<file path="src/rtl/multicycle_controller.sv">
// Main control FSM for the multicycle RV32I core (lw, sw, R/I ALU, beq, jal).
// Latency: 3-5 cycles per instruction plus memory wait cycles; outputs are combinational from state.
// Backpressure: FETCH/MEMREAD/MEMWRITE hold until mem_ready; optional timeout abandons the wait.
module multicycle_controller #(
  parameter int MEM_TIMEOUT = 0
) (
  input  logic       clk,
  input  logic       reset,
  input  logic [6:0] op,
  input  logic [2:0] funct3,
  input  logic       funct7b5,
  input  logic       zero,
  input  logic       mem_ready,
  output logic [1:0] ImmSrc,
  output logic [1:0] ALUSrcA,
  output logic [1:0] ALUSrcB,
  output logic [2:0] ALUControl,
  output logic [1:0] ResultSrc,
  output logic       AdrSrc,
  output logic       IRWrite,
  output logic       PCWrite,
  output logic       RegWrite,
  output logic       MemWrite,
  output logic       instr_done,
  output logic       illegal_op,
  output logic       mem_timeout,
  output logic [3:0] state
);

  localparam logic [6:0] OP_LW  = 7'b0000011;
  localparam logic [6:0] OP_SW  = 7'b0100011;
  localparam logic [6:0] OP_R   = 7'b0110011;
  localparam logic [6:0] OP_I   = 7'b0010011;
  localparam logic [6:0] OP_BEQ = 7'b1100011;
  localparam logic [6:0] OP_JAL = 7'b1101111;

  // A zero timeout disables abandonment; the last legal wait count is N-1.
  localparam bit          TMO_EN   = (MEM_TIMEOUT != 0);
  localparam logic [15:0] TMO_LAST = 16'(MEM_TIMEOUT - 1);

  typedef enum logic [3:0] {
    S_FETCH    = 4'd0,
    S_DECODE   = 4'd1,
    S_MEMADR   = 4'd2,
    S_MEMREAD  = 4'd3,
    S_MEMWB    = 4'd4,
    S_MEMWRITE = 4'd5,
    S_EXECR    = 4'd6,
    S_EXECI    = 4'd7,
    S_ALUWB    = 4'd8,
    S_BEQ      = 4'd9,
    S_JAL      = 4'd10
  } state_t;

  state_t      st, st_nx;
  logic [15:0] wcnt;
  logic [1:0]  aluop;
  logic        waiting, tmo_hit, kill, op_known;
  logic        irw, pcw, rgw, mmw, done, ill;

  assign waiting  = (st == S_FETCH) || (st == S_MEMREAD) || (st == S_MEMWRITE);
  // The Nth consecutive not-ready cycle gives up; a ready in that cycle still wins.
  assign tmo_hit  = TMO_EN && waiting && !mem_ready && (wcnt == TMO_LAST);
  assign kill     = reset | tmo_hit;
  assign op_known = (op == OP_LW) || (op == OP_SW) || (op == OP_R) ||
                    (op == OP_I) || (op == OP_BEQ) || (op == OP_JAL);
  assign state    = st;

  // Next-state selection; a timeout overrides the normal wait transitions.
  always_comb begin
    st_nx = st;
    case (st)
      S_FETCH:    if (mem_ready) st_nx = S_DECODE;
      S_DECODE: begin
        case (op)
          OP_LW, OP_SW: st_nx = S_MEMADR;
          OP_R:         st_nx = S_EXECR;
          OP_I:         st_nx = S_EXECI;
          OP_BEQ:       st_nx = S_BEQ;
          OP_JAL:       st_nx = S_JAL;
          default:      st_nx = S_FETCH;
        endcase
      end
      S_MEMADR:   st_nx = op[5] ? S_MEMWRITE : S_MEMREAD;
      S_MEMREAD:  if (mem_ready) st_nx = S_MEMWB;
      S_MEMWRITE: if (mem_ready) st_nx = S_FETCH;
      S_EXECR:    st_nx = S_ALUWB;
      S_EXECI:    st_nx = S_ALUWB;
      default:    st_nx = S_FETCH;
    endcase
    if (tmo_hit) st_nx = S_FETCH;
  end

  // State register and wait counter; the counter restarts whenever a wait state is (re)entered.
  always_ff @(posedge clk or posedge reset) begin
    if (reset) begin
      st   <= S_FETCH;
      wcnt <= '0;
    end else begin
      st <= st_nx;
      if ((st_nx != st) || tmo_hit) wcnt <= '0;
      else if (waiting && !mem_ready) wcnt <= wcnt + 16'd1;
    end
  end

  // Per-state datapath selects and raw (ungated) enables.
  always_comb begin
    ALUSrcA   = 2'b00;
    ALUSrcB   = 2'b00;
    aluop     = 2'b00;
    ResultSrc = 2'b00;
    AdrSrc    = 1'b0;
    irw = 1'b0; pcw = 1'b0; rgw = 1'b0; mmw = 1'b0; done = 1'b0; ill = 1'b0;
    case (st)
      S_FETCH: begin
        ALUSrcB = 2'b10; ResultSrc = 2'b10; irw = mem_ready; pcw = mem_ready;
      end
      S_DECODE: begin
        ALUSrcA = 2'b01; ALUSrcB = 2'b01; ill = !op_known;
      end
      S_MEMADR: begin
        ALUSrcA = 2'b10; ALUSrcB = 2'b01;
      end
      S_MEMREAD:  AdrSrc = 1'b1;
      S_MEMWB: begin
        ResultSrc = 2'b01; rgw = 1'b1; done = 1'b1;
      end
      S_MEMWRITE: begin
        AdrSrc = 1'b1; mmw = 1'b1; done = mem_ready;
      end
      S_EXECR: begin
        ALUSrcA = 2'b10; aluop = 2'b10;
      end
      S_EXECI: begin
        ALUSrcA = 2'b10; ALUSrcB = 2'b01; aluop = 2'b10;
      end
      S_ALUWB: begin
        rgw = 1'b1; done = 1'b1;
      end
      S_BEQ: begin
        ALUSrcA = 2'b10; aluop = 2'b01; pcw = zero; done = 1'b1;
      end
      S_JAL: begin
        ALUSrcA = 2'b01; ALUSrcB = 2'b10; pcw = 1'b1; done = 1'b1;
      end
      default: ;
    endcase
  end

  // Enables are suppressed while in reset and in the cycle a memory wait is abandoned.
  assign IRWrite     = irw  & ~kill;
  assign PCWrite     = pcw  & ~kill;
  assign RegWrite    = rgw  & ~kill;
  assign MemWrite    = mmw  & ~kill;
  assign instr_done  = done & ~kill;
  assign illegal_op  = ill  & ~reset;
  assign mem_timeout = tmo_hit & ~reset;

  // Immediate format follows the opcode in every state.
  always_comb begin
    case (op)
      OP_SW:   ImmSrc = 2'b01;
      OP_BEQ:  ImmSrc = 2'b10;
      OP_JAL:  ImmSrc = 2'b11;
      default: ImmSrc = 2'b00;
    endcase
  end

  // ALU operation from the internal ALUOp class and the instruction function fields.
  always_comb begin
    case (aluop)
      2'b00: ALUControl = 3'b000;
      2'b01: ALUControl = 3'b001;
      default: begin
        case (funct3)
          3'b000:  ALUControl = (op[5] & funct7b5) ? 3'b001 : 3'b000;
          3'b010:  ALUControl = 3'b101;
          3'b110:  ALUControl = 3'b011;
          3'b111:  ALUControl = 3'b010;
          default: ALUControl = 3'b000;
        endcase
      end
    endcase
  end

endmodule

</file>
<file path="config.mk">
export PLATFORM = sky130hd
export DESIGN_NAME = multicycle_controller
export DESIGN_NICKNAME = d
export VERILOG_FILES = /design/src/rtl/multicycle_controller.sv
export SDC_FILE = /design/constraint.sdc
export NUM_CORES = 1
export LEC_CHECK = 0
export ABC_CLOCK_PERIOD_IN_PS = 1750
export CAP_MARGIN = 30
export CORE_AREA = 8 8 53 55
export DETAILED_ROUTE_END_ITERATION = 10
export DIE_AREA = 0 0 61 63
export GPL_ROUTABILITY_DRIVEN = 0
export GPL_TIMING_DRIVEN = 0
export HOLD_SLACK_MARGIN = 0.03
export PLACE_DENSITY = 0.77
export REMOVE_ABC_BUFFERS = 1
export SETUP_SLACK_MARGIN = 0.2
export SYNTH_ARGS = -nofsm -noshare
export SYNTH_HDL_FRONTEND = slang
export SYNTH_SLANG_ARGS = --single-unit
</file>
<file path="constraint.sdc">
create_clock -name clk -period 1.75 [get_ports clk]
set_input_delay 0.2625 -clock clk [delete_from_list [all_inputs] [get_ports clk]]
set_output_delay 0.2625 -clock clk [all_outputs]
set_load 0.005 [all_outputs]
</file>
# ---- After elaboration in Yosys (flattened, before gate mapping)
# Index checks and enable logic that the tools add are counted.
dict set report word_totals {
  ff_bits 4
  out_inout_bits 23
  word_cells 72
}
dict set report op_classes {
  n_eq_ne 23
  muxes 21
  bitwise_logic 8
  n_reduce_logical 19
}
# op count
set ops {}
lappend ops {{case mux 4 bit (6 select lines)} 1}
lappend ops {{case mux 4 bit (5 select lines)} 1}
lappend ops {{equality test 4 x 3 -> 1 bit (second input constant)} 4}
lappend ops {{case mux 2 bit (2 select lines)} 4}
lappend ops {{equality test 7 x 6 -> 1 bit (second input constant)} 2}
lappend ops {{equality test 7 bit (second input constant)} 2}
lappend ops {{equality test 4 bit (second input constant)} 3}
lappend ops {{two-way mux 4 bit} 3}
lappend ops {{case mux 3 bit (4 select lines)} 1}
lappend ops {{OR reduction 2 bit} 6}
lappend ops {{equality test 4 x 2 -> 1 bit (second input constant)} 2}
lappend ops {{OR reduction 4 bit} 2}
lappend ops {{AND 1 bit} 7}
lappend ops {{equality test 7 x 2 -> 1 bit (second input constant)} 1}
lappend ops {{equality test 7 x 5 -> 1 bit (second input constant)} 1}
lappend ops {{equality test 3 bit (second input constant)} 2}
lappend ops {{two-way mux 1 bit} 6}
lappend ops {{inequality test 2 bit (second input constant)} 3}
lappend ops {{case mux 2 bit (3 select lines)} 1}
lappend ops {{case mux 3 bit (2 select lines)} 1}
lappend ops {{logical OR 1 bit} 5}
lappend ops {{equality test 4 x 1 -> 1 bit (second input constant)} 1}
lappend ops {{logical NOT 4 bit} 1}
lappend ops {{equality test 3 x 2 -> 1 bit (second input constant)} 1}
lappend ops {{other kinds (10)} 10}

# ---- Depth between registers and ports, before layout
# Gate-level depths: netlist of the first run.
dict set report logic_depth {
  depth_word 9
  depth_mapped 7
}

# ---- Worst setup path before layout of the first run
# Ideal clock, no wire load.
dict set report synth_path {
  path_kind {flip-flop to flip-flop}
  start {register st[1] (netlist: state[1])}
  end {register st[2] (netlist: state[2])}
  setup_ps 111
  arrival_ps 1825
  t_required_ps 1639
  path_slack_ps -187
  path_stages_with_launch 8
  n_path_buf 2
  cell_sequence {dfrtp_1 buf_6 or2_1 buf_6 or4_4 o21ai_2 o21ai_2 a2111oi_2}
}
dict set report synth_between {
  elab_chain_len 3
}
# item line_no
set synth_rtl {}
lappend synth_rtl {{from (decl)} 55} ;# state_t st, st_nx;
lappend synth_rtl {{from (signal assigned)} 100} ;# st <= st_nx;
lappend synth_rtl {{equality test 4 x 3 -> 1 bit, or another cell as far along} 72} ;# case (st)
lappend synth_rtl {{OR reduction 2 bit (no line) / inequality test 2 bit (equally long branches)} --}
lappend synth_rtl {{case mux 4 bit (6 select lines) / AND reduction 3 bit (equally long branches)} --}
# Parallel ways exist; a longest one is shown, timed or not.
# A chain may end at the register's enable or synchronous reset.

# ---- Final worst setup path of the first run
# Same ends and word-level chain as after synthesis.

==> results of run 1 <==
==> layer usage <==
layer / up-vias / part of all wire (%)
met1: 561 / 35
met2: 101 / 50
met4: 0 / 5.2
met3: 28 / 9.7
li1: 516 / -
met5: - / 0
==> worst reg2reg max path: stages, from the launching register on <==
cell,delay (ns)
dfrtp_2,0.44
or2_4,0.27
buf_6,0.12
or4_4,0.51
o21ai_4,0.10
o21ai_2,0.08
a2111oi_2,0.39
==> layout make-up <==
class | count | area share [%]
timing repair buffer | 92 | 48.99
multi-input combinational | 84 | 40.31
sequential | 4 | 6.667
tap | 28 | 2.171
clock buffer | 3 | 1.395
inverter | 2 | 0.4651
==> path summary, 6_finish.rpt <==
kind	slack (ns)	to	startpoint
max in group asynchronous	1.38	state[2]	reset
min in group clk	0.58	state[1]	op[5]
worst min register to register	0.82	state[1]	state[2]
worst max register to register	-0.28	state[2]	state[1]
worst min-delay path	0.18	state[2]	reset
worst max-delay path	-0.28	state[2]	state[1]
==> where the power goes <==
group	internal [µW]	switching, µW	leakage, µW
sequential	117	22.5	0.0000475
combinational	507	489	0.000702
clock	77.8	53.3	0.0000138
total	702	565	0.000763
==> through the flow <==
stage                     hold WS (ns)  utilization, %  cells
after floorplan                0.02858               -     90
after global placement          0.6468           46.70    154
after detailed placement        0.6511           46.70    154
after CTS                       0.1735           65.80    200
after global routing            0.1914           78.23    213
final                           0.1817           78.23    213
==> timing repair <==
| action | CTS | global route |
|---|---|---|
| gates cloned | 0 | 0 |
| setup endpoints to repair | 25 | 24 |
| buffers inserted | 43 | 13 |
| pin swaps | 21 | 20 |
| resized for setup | 131 | 59 |
==> cells by family (layout without fill, tap and decap cells) <==
logic type / count (synthesis) / after routing / share of synthesized area, %
AO/OA/AOI/OAI: 24 / 24 / 25.20
XOR/XNOR: 2 / 2 / 2.823
buffers and inverters: 11 / 97 / 9.678
flip-flops: 4 / 4 / 16.13
other: 1 / 1 / 0.6043
AND/OR/NAND/NOR: 57 / 57 / 45.57
==> cell usage in the layout, fill, tap and decap left out, types with 3 or more instances in the layout <==
| cell type | instances |
|---|---|
| buf_2 | 17 |
| or2_4 | 3 |
| nor3_2 | 4 |
| a21oi_2 | 4 |
| clkbuf_2 | 4 |
| buf_8 | 3 |
| a21oi_1 | 5 |
| nor2_4 | 6 |
| clkbuf_4 | 3 |
| dfrtp_2 | 3 |
| o21ai_0 | 3 |
| nand2_1 | 5 |
| buf_4 | 32 |
| nor2_2 | 4 |
| nor2_1 | 11 |
| buf_6 | 24 |
| clkdlybuf4s50_1 | 8 |
==> run_results.csv, run 1 <==
group,metric,value,unit
finish,fillers,130,
power_and_ir_drop,p_per_area,785.1,nW/µm²
synthesis,ys_seq_elements,4,
synthesis,synth_commonest_cells,"nor2_1, a21oi_1, nand2_1, nor3_1",
clock_tree,cts_buffers,3,
power_and_ir_drop,irDropWorstVdd,0.5930,mV
job,max_cap_viol_count,0,
timing,finalWorstSetupSlack,-0.2757,ns
synthesis,yosysWarnings,0,
drt,wire_per_inst,20.70,µm
critical_path,cp.depth,6,
timing,tns,-2.389,ns
global_routing,grt_overflow_total,0,
global_routing,grt_max_degree,12,
critical_path,ff2ff_path_depth,6,
timing,min_period,2.026,ns
critical_path,cp_max_fo,4,
placed_design,pre_cts_slack,-0.6456,ns
timing,fmax,493.7,MHz
finish,layout.nets,202,
finish,fin_area,1614,µm²
critical_path,crit_path_end_kind,"register",
drt,drc,0,
critical_path,crit_family,"simple AND/OR/NAND/NOR gates",
drt,drtIter0Drc,95,
clock_tree,cts.sinks,4,
clock_tree,postCtsHoldBufs,0,
die,initial_core_util,30.08,%
synthesis,netlist_area,620.6,µm²
die,die_h,63,µm
drt,num_vias,1206,
timing,finClkSkew,0.003526,ns
synthesis,yosysMostFrequentCell,"nor2_1",
finish,multiInputGateArea,650.6,µm²
global_routing,grt.total_usage,20.39,%
timing,drv_slew,0,
timing,finalSetupViolations,18,
placed_design,hpwl,1563,µm
synthesis,ys_seq_area_share,16.13,%
die,rows,17,
timing,rsz0062_at_grt,"yes",
critical_path,worst-path-buf-inv,1,
finish,area_growth,160.1,%
global_routing,grt_pass1_wl,6127,µm
clock_tree,htree_levels,1,
synthesis,synthFlopType,"dfrtp_1",
finish,antenna_cells,0,
global_routing,antenna_found_initial,0,
timing,post-route-period-util,115.8,%
synthesis,yosys-top-cells-area,"dfrtp_1, nor2_1, a21oi_1, nor3_1, nand2_1",
synthesis,syn_area_per_cell,6.269,µm²
critical_path,critPathRequiredTime,1.88,ns
clock_tree,cts_tree,"yes",
power_and_ir_drop,p_leak,0.0007632,µW
global_routing,grt_pass1_vias,1307,
die,die_area,3843,µm²
hold_path,min_path_type,"primary input to async pin",
clock_tree,cts_root_buf,"clkbuf_4",
synthesis,syn_inst,99,
critical_path,cp_slowest_cell,"or4_4",
finish,seqCellArea,107.6,µm²
global_routing,met2_usage,33.07,%
placed_design,placed_area,963.4,µm²
clock_tree,clock_latency,0.25,ns
critical_path,start_kind,"register",
drt,drt_wl_total,4409,µm
synthesis,synthArstFlopShare,100.0,%
timing,hold_viol,0,
die,ios,38,
global_routing,grt-busiest-layer,"met2",
die,die_x,61,µm
outcome,status,"finished with violations",
power_and_ir_drop,power,1267,µW
drt,vias_per_cell,5.662,
global_routing,grtUsageMet1,22.71,%
critical_path,arrival,2.15,ns
drt,detail_route.first_pass.iterations,4,
finish,layout-drive-gt1-share,68.11,%
global_routing,use_met3,5.761,%
critical_path,max_stage_delay,0.51,ns
synthesis,yosys.area.top_type,"dfrtp_1",
synthesis,yosysTopAreaCellShare,16.13,%
critical_path,setup.worst_path.class,"register to register",
outcome,violations,"setup timing",
synthesis,synth_cell_types,34,
finish,largest_register_ffs,4,
placed_design,port_buffers,36,
synthesis,synth_edf_count,0,
critical_path,cp_cell_sequence,"or2_4 > buf_6 > or4_4 > o21ai_4 > o21ai_2 > a2111oi_2",
clock_tree,cts.clk_slew.worst_paths,0.04,ns
drt,final_antenna_net_count,0,
die,coreArea,2063,µm²
clock_tree,cts_max_path_buffers,2,
No activity file was read; power rests on OpenSTA's default activity.
==> run 2: changes to the inputs <==
--- a/config.mk
+++ b/config.mk
@@ -12,3 +12,2 @@
 export DIE_AREA = 0 0 61 63
-export GPL_ROUTABILITY_DRIVEN = 0
 export GPL_TIMING_DRIVEN = 0
==> constraint.sdc (replaced) <==
create_clock -name clk -period 1.75 [get_ports clk]
set_input_delay 0.35 -clock clk [delete_from_list [all_inputs] [get_ports clk]]
set_output_delay 0.35 -clock clk [all_outputs]
set_load 0.005 [all_outputs]
==> run 2 against run 1 <==
  * The run still ends with setup timing left
  * Hold slack improved by 0.12 ns
  * Global-route usage increased by 2.6 points
  * Final area increased by 2.9%
  * Worst setup slack worse by 0.0067 ns
  * Core utilization grew 2.2 points
  * Flip-flop and latch count unchanged
  * Clock-buffer cell count is the same
  * Largest power group unchanged
==> run_results.csv, run 2 (synthesized netlist as in run 1, its figures left out) <==
group,metric,value,unit
outcome,status,"finished with violations",
outcome,violations,"setup timing",
clock_tree,cts.sinks,4,
die,rows,17,
critical_path,cp_cell_sequence,"or2_4 > or4_4 > nor2_2 > buf_2",
finish,fin_area,1660,µm²
drt,drc,0,
timing,rsz0062_at_grt,"yes",
placed_design,pre_cts_slack,-0.7695,ns
die,die_area,3843,µm²
power_and_ir_drop,power,1434,µW
global_routing,grt_pass1_wl,6775,µm
critical_path,reg2reg_slack,-0.22,ns
clock_tree,cts_tree,"yes",
critical_path,arrival,1.68,ns
timing,drv_slew,0,
drt,detail_route.first_pass.iterations,4,
placed_design,port_buffers,36,
timing,finalWorstSetupSlack,-0.2824,ns
placed_design,hpwl,1563,µm
timing,min_period,2.032,ns
global_routing,grt_max_degree,12,
hold_path,min_path_type,"primary input to async pin",
clock_tree,cts_max_path_buffers,2,
power_and_ir_drop,irDropWorstVdd,0.6771,mV
clock_tree,cts_root_buf,"clkbuf_4",
clock_tree,htree_levels,1,
clock_tree,postCtsHoldBufs,0,
finish,antenna_cells,0,
finish,area_growth,167.5,%
timing,hold_viol,0,
power_and_ir_drop,p_per_area,863.7,nW/µm²
critical_path,ff2ff_path_depth,6,
global_routing,grt.total_usage,22.98,%
job,max_cap_viol_count,0,
drt,drtIter0Drc,77,
die,initial_core_util,30.08,%
critical_path,max_stage_delay,0.51,ns
critical_path,cp_max_fo,4,
drt,final_antenna_net_count,0,
timing,whs,0.3056,ns
clock_tree,cts_buffers,3,
critical_path,start_kind,"register",
timing,finalSetupViolations,16,
die,die_x,61,µm
placed_design,gp_congestion,0.7571,
timing,fmax,492.0,MHz
critical_path,setup.worst_path.class,"register to primary output",
global_routing,grt_overflow_total,0,
critical_path,r2r_end,"state[2]",
drt,num_vias,1235,
finish,layout-drive-gt1-share,69.31,%
die,ios,38,
critical_path,crit_path_end_kind,"primary output",
die,coreArea,2063,µm²
finish,layout.nets,206,
finish,mostFrequentLayoutCell,"buf_4",
critical_path,cp_slowest_cell,"or4_4",
power_and_ir_drop,p_leak,0.0007775,µW
global_routing,antenna_found_initial,0,
finish,layout_common_cells,"buf_4, buf_6, buf_2, nor2_1, nand2_1",
drt,vias_per_cell,5.691,
critical_path,r2r-start,"state[3]",
timing,post-route-period-util,116.1,%
global_routing,grt_pass1_vias,1314,
placed_design,placed_area,963.4,µm²
timing,finClkSkew,0.0001315,ns
finish,largest_register_ffs,4,
critical_path,worstSetupStartpoint,"state[3]",
drt,wire_per_inst,20.92,µm
drt,drt_wl_total,4540,µm
critical_path,critPathRequiredTime,1.40,ns
clock_tree,clock_latency,0.24,ns
die,die_h,63,µm
clock_tree,cts.clk_slew.worst_paths,0.04,ns
[run 2: where the power goes]
group / switching, µW / internal [µW]
logic: 533 / 635
registers: 28.3 / 117
clock network: 43.1 / 77.1
[run 2: per-stage QoR]
step                      setup TNS [ns]  utilization [%]  instances
after floorplan                  -0.4603                -         90
after global placement            -9.112            46.70        154
after detailed placement          -9.578            46.70        154
after CTS                         -1.726            74.17        211
after global routing              -3.196            80.47        217
final                             -2.373            80.47        217
[run 2: critical path: cells and delay by family, from the launching register on]
kind                   cells  cell delay (ns)
buffers and inverters      1             0.12
flip-flops                 1             0.44
AND/OR/NAND/NOR            3             0.88
[run 2: routing by layer]
| metal | vias up | share of wire [%] | GRT usage [%] |
|---|---|---|---|
| met2 | 111 | 45 | 36.11 |
| li1 | 529 | - | - |
| met5 | - | 0 | 0 |
| met1 | 556 | 35 | 26.19 |
| met4 | 0 | 8.4 | 13.12 |
| met3 | 39 | 12 | 6.790 |
[run 2: area by class of cell]
type	count	area, µm²
Sequential cell	4	107.6
Tap cell	28	35.03
Multi-Input combinational cell	84	660.6
Inverter	2	7.507
Timing Repair Buffer	96	827.0
Clock buffer	3	22.52
Fill cell	122	402.9
[run 2: worst max path at each step]
stage            endpoint  slack, ns  cells past startpoint
2_1_floorplan    state[2]      -0.23                      5
3_3_place_gp   illegal_op      -0.75                      6
3_5_place_dp   illegal_op      -0.77                      6
4_1_cts        illegal_op      -0.25                      4
5_1_grt        illegal_op      -0.30                      4
6_report       illegal_op      -0.28                      4
[run 2: timing repair]
item / 4_1_cts / 5_1_grt
endpoints found under the setup margin: 26 / 24
buffers inserted: 54 / 6
gates resized for setup: 173 / 27
pin swaps: 24 / 20
==> run 3: changes to the inputs <==
Settings changed: CORE_AREA 8 8 53 55 to 8 8 45 47, DIE_AREA 0 0 61 63 to 0 0 53 55, DONT_BUFFER_PORTS from default to 1, GPL_ROUTABILITY_DRIVEN from default to 0, PLACE_DENSITY 0.77 to 0.69.
==> run 3 against run 2 <==
  * Fmax grew 4.1%
  * Global-route usage fell by 6.1 points
  * Flip-flop and latch count unchanged
  * Critical path type unchanged
  * Die area decreased by 24%
  * Combinational power decreased by 35%
  * The run still ends with setup timing left
  * Clock skew is 0.0029 ns higher
  * Critical path depth decreased by 1
  * Core utilization fell by 12 points
  * Non-clock buffer count fell by 74
  * Register-to-register slack improved by 0.06 ns
  * Worst setup slack improved by 0.081 ns
  * Critical endpoint unchanged
  * Hold slack improved by 0.048 ns
==> run_results.csv, run 3 (synthesized netlist as in run 1, its figures left out) <==
group,metric,value,unit
clock_tree,cts_tree,"yes",
power_and_ir_drop,p_comb_share,72.0,%
global_routing,antenna_found_initial,0,
drt,wire_per_inst,20.36,µm
timing,hold_viol,0,
hold_path,hold-path-cell-count,2,
hold_path,min_path_type,"primary input to register",
clock_tree,cts_root_buf,"clkbuf_4",
drt,drc,0,
global_routing,grt_pass1_vias,811,
critical_path,cp_slowest_cell,"dfrtp_2",
finish,antenna_cells,0,
die,die_h,55,µm
clock_tree,cts_buffers,3,
drt,num_vias,821,
timing,post-route-period-util,111.5,%
critical_path,max_stage_delay,0.49,ns
global_routing,grt_pass1_wl,3760,µm
power_and_ir_drop,p_per_area,1114,nW/µm²
die,die_x,53,µm
clock_tree,clock_latency,0.23,ns
finish,fin_util,68.35,%
drt,drt_wl_total,2667,µm
global_routing,grt.total_usage,16.88,%
placed_design,placed_cells,106,
power_and_ir_drop,internal_power,594.0,µW
timing,finClkSkew,0.003076,ns
power_and_ir_drop,power_frac_seq,17.4,%
drt,vias_per_cell,6.267,
timing,drv_slew,0,
critical_path,r2r-start,"state[1]",
clock_tree,cts.sinks,4,
die,coreArea,1384,µm²
critical_path,cp.depth,3,
global_routing,grt_overflow_total,0,
critical_path,arrival,1.60,ns
finish,largest_register_ffs,4,
critical_path,crit_family,"simple AND/OR/NAND/NOR gates",
placed_design,pre_cts_slack,-0.4603,ns
power_and_ir_drop,clockPowerShare,10.6,%
placed_design,hpwl,1351,µm
die,die_area,2915,µm²
critical_path,worstSetupStartpoint,"state[1]",
clock_tree,cts_max_path_buffers,2,
job,max_cap_viol_count,0,
timing,finalWorstSetupSlack,-0.2018,ns
power_and_ir_drop,p_leak,0.0003605,µW
critical_path,worst-path-buf-inv,0,
power_and_ir_drop,swShare,43.64,%
critical_path,cp_cell_sequence,"or2_4 > or4_4 > nor2_4",
finish,layout_common_cells,"nor2_1, a21oi_1, buf_6, buf_4, nand2_1",
drt,drtIter0Drc,33,
clock_tree,cts.clk_slew.worst_paths,0.04,ns
critical_path,crit_path_end_kind,"primary output",
critical_path,setup.worst_path.class,"register to primary output",
placed_design,port_buffers,0,
critical_path,critPathRequiredTime,1.40,ns
outcome,violations,"setup timing",
finish,layout.nets,132,
finish,mostFrequentLayoutCell,"nor2_1",
hold_path,holdCritStartpoint,"mem_ready",
die,ios,38,
power_and_ir_drop,irDropWorstVdd,0.6658,mV
global_routing,grt_max_degree,22,
finish,fillers,118,
drt,final_antenna_net_count,0,
clock_tree,htree_levels,1,
finish,area_growth,52.42,%
die,initial_core_util,44.85,%
critical_path,ff2ff_path_depth,7,
timing,min_period,1.952,ns
critical_path,start_kind,"register",
timing,fmax,512.4,MHz
outcome,status,"finished with violations",
timing,rsz0062_at_grt,"yes",
critical_path,cp_max_fo,8,
die,rows,14,
power_and_ir_drop,switchingPower,459.9,µW
finish,layout-drive-gt1-share,47.83,%
timing,finalSetupViolations,10,
drt,detail_route.first_pass.iterations,4,
finish,stdcell_count,131,
[run 3: changes by cell type in the layout (fill, tap and decap cells not counted), sizes merged]
cell	before	now
buf	84	20
clkdlybuf4s15	3	0
clkdlybuf4s50	5	0
dlygate4sd2	3	0
dlygate4sd3	0	1
[run 3: layout make-up]
type / count / area, µm² / share of cell area [%]
Tap cell: 16 / 20.02 / 2.116
Timing Repair Buffer: 22 / 201.4 / 21.30
Clock buffer: 3 / 22.52 / 2.381
Multi-Input combinational cell: 84 / 584.3 / 61.77
Inverter: 2 / 7.507 / 0.7937
Sequential cell: 4 / 110.1 / 11.64
[run 3: path summary, 6_finish.rpt]
| check | endpoint | slack [ns] |
|---|---|---|
| max | illegal_op | -0.20 |
| min | state[2] | 0.35 |
| max reg2reg | state[0] | -0.16 |
| min reg2reg | state[1] | 0.75 |
| max in group asynchronous | state[0] | 1.12 |
| min in group asynchronous | state[3] | 0.46 |
[run 3: power groups by stage]
stage          logic (µW)  clock network (µW)  registers, µW
2_1_floorplan         253                   0            185
3_3_place_gp          292                   0            213
3_5_place_dp          296                   0            215
4_1_cts               508                 117            219
5_1_grt               812                 128            189
6_report              759                 112            183
[run 3: metal layers]
layer | global-route usage (%) | share of wire (%) | vias up
li1 | - | - | 377
met1 | 19.14 | 38 | 373
met2 | 28.52 | 46 | 62
met3 | 6.952 | 13 | 9
met4 | 4.741 | 2.5 | 0
met5 | 0 | 0 | -
[run 3: metrics by stage]
stage / setup TNS [ns] / hold WS (ns) / power, µW / cell area [µm²]
2_1_floorplan: -0.4603 / 0.1161 / 437.6 / 568.0
3_3_place_gp: -1.374 / 0.1243 / 505.0 / 588.1
3_5_place_dp: -1.645 / 0.1314 / 511.2 / 588.1
4_1_cts: -0.5473 / 0.3440 / 843.2 / 817.0
5_1_grt: -1.823 / 0.3567 / 1129 / 945.9
6_report: -1.159 / 0.3537 / 1054 / 945.9
[run 3: what timing repair did]
| item | CTS | global route |
|---|---|---|
| setup endpoints to repair | 19 | 18 |
| setup buffers | 11 | 10 |
| gates resized for setup | 38 | 17 |
| pin swaps | 7 | 5 |
| hold endpoints to repair | 4 | 0 |
| hold buffers | 1 | 0 |
